[src/rtl/banco_wr_arbiter.sv]
// banco_wr_arbiter: two-requester write-back arbiter for the register bank write port with hazard mask
module banco_wr_arbiter #(
  parameter int DATA_WIDTH = 32,
  parameter int ADDR_WIDTH = 5
) (
  input  logic                       clock,
  input  logic                       reset_n,
  input  logic                       a_valid,
  output logic                       a_ready,
  input  logic [ADDR_WIDTH-1:0]      a_end,
  input  logic [DATA_WIDTH-1:0]      a_data,
  input  logic                       b_valid,
  output logic                       b_ready,
  input  logic [ADDR_WIDTH-1:0]      b_end,
  input  logic [DATA_WIDTH-1:0]      b_data,
  output logic                       wren,
  output logic [ADDR_WIDTH-1:0]      end_reg_d,
  output logic [DATA_WIDTH-1:0]      data_in,
  output logic [(1<<ADDR_WIDTH)-1:0] pend_mask
);
  logic                  hold_a_valid, hold_b_valid, older_is_b, tied, rr;
  logic [ADDR_WIDTH-1:0] hold_a_end, hold_b_end;
  logic [DATA_WIDTH-1:0] hold_a_data, hold_b_data;
  logic                  cap_a, cap_b, tie, grant_a, grant_b;
  assign a_ready = ~hold_a_valid;
  assign b_ready = ~hold_b_valid;
  // writes to $zero complete the handshake but never enter a hold
  assign cap_a   = a_valid & a_ready & (a_end != '0);
  assign cap_b   = b_valid & b_ready & (b_end != '0);
  assign tie     = hold_a_valid & hold_b_valid & tied;
  assign grant_a = hold_a_valid & (~hold_b_valid | (tie ? ~rr : ~older_is_b));
  assign grant_b = hold_b_valid & ~grant_a;
  always_ff @(posedge clock or negedge reset_n) begin
    if (!reset_n) begin
      hold_a_valid <= 1'b0;
      hold_b_valid <= 1'b0;
      hold_a_end   <= '0;
      hold_b_end   <= '0;
      hold_a_data  <= '0;
      hold_b_data  <= '0;
      older_is_b   <= 1'b0;
      tied         <= 1'b0;
      rr           <= 1'b0;
      wren         <= 1'b0;
      end_reg_d    <= '0;
      data_in      <= '0;
    end else begin
      hold_a_valid <= cap_a | (hold_a_valid & ~grant_a);
      hold_b_valid <= cap_b | (hold_b_valid & ~grant_b);
      if (cap_a) begin
        hold_a_end  <= a_end;
        hold_a_data <= a_data;
      end
      if (cap_b) begin
        hold_b_end  <= b_end;
        hold_b_data <= b_data;
      end
      // a lone capture makes the other side (if still held) the older entry
      if (cap_a & cap_b) tied <= 1'b1;
      else if (cap_a | cap_b) begin
        tied       <= 1'b0;
        older_is_b <= cap_a;
      end
      if (tie) rr <= ~rr;
      wren <= grant_a | grant_b;
      if (grant_a | grant_b) begin
        end_reg_d <= grant_a ? hold_a_end : hold_b_end;
        data_in   <= grant_a ? hold_a_data : hold_b_data;
      end
    end
  end
  always_comb begin
    pend_mask = '0;
    if (hold_a_valid) pend_mask[hold_a_end] = 1'b1;
    if (hold_b_valid) pend_mask[hold_b_end] = 1'b1;
    if (wren) pend_mask[end_reg_d] = 1'b1;
  end
endmodule

[config.mk]
export PLATFORM = sky130hd
export DESIGN_NAME = banco_wr_arbiter
export DESIGN_NICKNAME = d
export VERILOG_FILES = /design/src/rtl/banco_wr_arbiter.sv
export SDC_FILE = /design/constraint.sdc
export NUM_CORES = 1
export LEC_CHECK = 0
export BUFFER_PORTS_ARGS = -buffer_cell sky130_fd_sc_hd__buf_4
export CAP_MARGIN = 0
export CORE_MARGIN = 2
export CORE_UTILIZATION = 45
export DETAILED_ROUTE_END_ITERATION = 7
export GPL_TIMING_DRIVEN = 0
export PLACE_DENSITY_LB_ADDON = 0.08
export SYNTH_ARGS = -nofsm -noshare
export SYNTH_HDL_FRONTEND = slang
export SYNTH_SLANG_ARGS = --single-unit
[constraint.sdc]
create_clock -name clock -period 2.65 [get_ports clock]
set_input_delay 0.265 -clock clock [delete_from_list [all_inputs] [get_ports clock]]
set_output_delay 0.265 -clock clock [all_outputs]
set_load 0.02 [all_outputs]
==> flow_metrics.env <==
export IMPL_grt_pass1_vias=5160
export IMPL_gp_congestion=0.826
export IMPL_synth_area_leaders="dfrtp_1 (48%), mux2_2 (7.2%), mux2_4 (6.9%)"
export IMPL_final_cell_mix="buf_4 (148), dfrtp_1 (117), nand2_1 (96)"
export IMPL_grt_max_degree=78
export IMPL_cts_tree="built"
export IMPL_drc=0
export IMPL_timing_fmax_mhz=406
export IMPL_drtIter0Drc=480
export IMPL_setup_viol_count_final=0
export IMPL_io_buffers=149
export IMPL_period_share_pct=92.8
export IMPL_crit_path_end="pend_mask[16]"
export IMPL_area_growth_pct=33.1
export IMPL_row_count=42
export IMPL_critPathKind="flip-flop to output port"
export IMPL_fin_skew_ps=8.84
export IMPL_drv_cap=0
export IMPL_synth_flop_cell="dfrtp_1"
export IMPL_power_leakage_uw=0.00384
export IMPL_regToRegSetupSlack_ps=470
export IMPL_yosys_area_top_type_share_pct=48.1
export IMPL_grt_total_usage_pct=24.5
export IMPL_clock_path_buffers=2
export IMPL_synth_lib_cells_used_distinct=34
export IMPL_place_area_um2=7460
export IMPL_final_cell_area_um2=8100
export IMPL_ant_nets=0
export IMPL_rsz0062_at_grt="no"
export IMPL_hp_class="input port to flip-flop"
export IMPL_critPathArrivalTime_ps=2200
export IMPL_finalSetupTns_ps=0
export IMPL_grt_ovfl_total=0
export IMPL_ys_warn_count=0
export IMPL_netlist_instances=540
export IMPL_die_w_um=120
export IMPL_fin_nets=790
export IMPL_avgSynthCellArea_um2=11.3
export IMPL_antenna_cells=0
export IMPL_relSlewSlack_pct=45.3
export IMPL_post_route_util_pct=61.2
export IMPL_initial_core_util_pct=46.0
export IMPL_synth_edf_count=0
export IMPL_grt_antenna_before_repair=0
export IMPL_clock_sinks=117
export IMPL_end_kind="output port"
export IMPL_drt_wirelength_per_cell_um=19.0
export IMPL_rr_endpoint="hold_b_data[11]$_DFFE_PN0P_"
export IMPL_p_per_area_nw_per_um2=1130
export IMPL_die_area_um2=14500
export IMPL_ys_ff_latch=117
export IMPL_vias=5071
export IMPL_final_max_slew_viol_count=0
export IMPL_yosysTopAreaCell="dfrtp_1"
export IMPL_clkTransAtPathRegs_ps=60
export IMPL_numCtsBuffers=17
export IMPL_total_power_uw=9160
export IMPL_first_pass_iters=5
export IMPL_crit_path_start_kind="flip-flop"
export IMPL_final_common_cell="buf_4"
export IMPL_pin_count=150
export IMPL_root_buffer="clkbuf_16"
export IMPL_synthArstFlopShare_pct=100
export IMPL_grt_pass1_wl_um=27400
export IMPL_layout_drive_gt1_share_pct=42.2
export IMPL_die_h_um=120
export IMPL_r2r_cells=6
export IMPL_yosysSeqAreaShare_pct=48.1
export IMPL_finalCriticalPeriod_ps=2460
export IMPL_vdd_ir_drop_max_mv=0.647
export IMPL_crit_start="hold_a_valid$_DFF_PN0_"
export IMPL_rr_startpoint="hold_b_valid$_DFF_PN0_"
export IMPL_hold_viol=0
export IMPL_cp_data_required_time_ps=2380
export IMPL_hpwl_um=11700
export IMPL_vias_per_cell=5.64
export IMPL_coreArea_um2=13200
export IMPL_synth_area_um2=6090
export IMPL_cp_max_fo=10
export IMPL_finalWirelength_um=17100
export IMPL_clock_latency_ps=420
export IMPL_worstMarginPinSlew_ps=820
export IMPL_syn_num_nets=620
export IMPL_outcome="finished, final reports clean"
export IMPL_h_tree_depth=4
cells by family after synthesis:
kind of cell | synth area share, %
simple gates | 11.4
compound gates | 15.3
flops | 48.1
mux | 20.2
buf+inv | 4.48
fa+ha+maj | 0.411
xor+xnor | 0.144
critical path, stage by stage, from the launching register on:
cell,delay [ps]
dfrtp_1,310
buf_2,200
buf_2,310
nor3b_4,480
a22oi_1,160
nand2_1,150
buf_4,150
layer usage:
layer	vias to the layer above	GRT usage, %	wire (um)
li1	2341	-	-
met1	2513	31.6	7550
met2	191	39.5	8100
met3	26	7.64	1170
met4	0	7.99	269
met5	-	0	0
flip-flops by register name, summed over array words and instances (netlist names):
name and cells:
hold_b_data 32, hold_b_valid 1, hold_b_end 5, data_in 32, tied 1, end_reg_d 5, wren 1, older_is_b 1
rr 1, hold_a_valid 1, hold_a_data 32, hold_a_end 5
cells in the mapped netlist, types with 2 or more instances:
| master | instances |
|---|---|
| ha_1 | 2 |
| a22o_1 | 9 |
| mux2i_1 | 37 |
| a31o_2 | 37 |
| nand2_1 | 96 |
| a222oi_1 | 4 |
| nand3_1 | 2 |
| and3_1 | 6 |
| a22oi_1 | 28 |
| inv_1 | 6 |
| mux2_4 | 28 |
| dfrtp_1 | 117 |
| buf_2 | 7 |
| and3b_1 | 15 |
| nor2b_1 | 2 |
| mux2_2 | 39 |
| or2_2 | 2 |
| clkbuf_1 | 32 |
| buf_1 | 6 |
| nor3b_1 | 11 |
| buf_12 | 3 |
| o22ai_1 | 37 |
| nor3_1 | 3 |
repair_timing:
item	in CTS	in global routing
buffers inserted	0	0
hold buffers	1	0
gates resized for setup	2	1
hold endpoints to repair	40	0
setup endpoints to repair	8	8
per-stage QoR:
stage / hold slack, ps / std cells / setup slack, ps
after floorplan: -30.6 / 540 / 833
after global placement: 462 / 865 / 356
after detailed placement: 206 / 866 / 331
after CTS: 57.9 / 899 / 21.9
after global routing: 56.0 / 899 / 26.6
final: 66.3 / 899 / 190
report_power, final:
group	switching, uW	leakage (uW)	internal, uW
Combinational	2020	0.00216	1780
Clock	833	0.000293	1560
Sequential	528	0.00138	2450
worst min-delay path by stage:
stage,startpoint,endpoint,slack [ps],cells after the start
after floorplan,reset_n,data_in[0]$_DFFE_PN0P_,-30,0
after global placement,rr$_DFFE_PN0P_,rr$_DFFE_PN0P_,460,1
after detailed placement,reset_n,hold_a_data[26]$_DFFE_PN0P_,210,1
after CTS,a_data[24],hold_a_data[24]$_DFFE_PN0P_,60,2
after global routing,a_data[24],hold_a_data[24]$_DFFE_PN0P_,60,2
final,a_data[6],hold_a_data[6]$_DFFE_PN0P_,70,2
layout make-up:
cell class | count | area [um^2]
fill | 1139 | 5140
sequential | 117 | 2930
multi-input combinational | 367 | 2910
timing repair buffer | 151 | 1160
clock buffer | 22 | 474
buffer | 48 | 238
tap | 176 | 220
clock inverter | 10 | 144
inverter | 8 | 35.0
(Power assumes the default switching activity.)
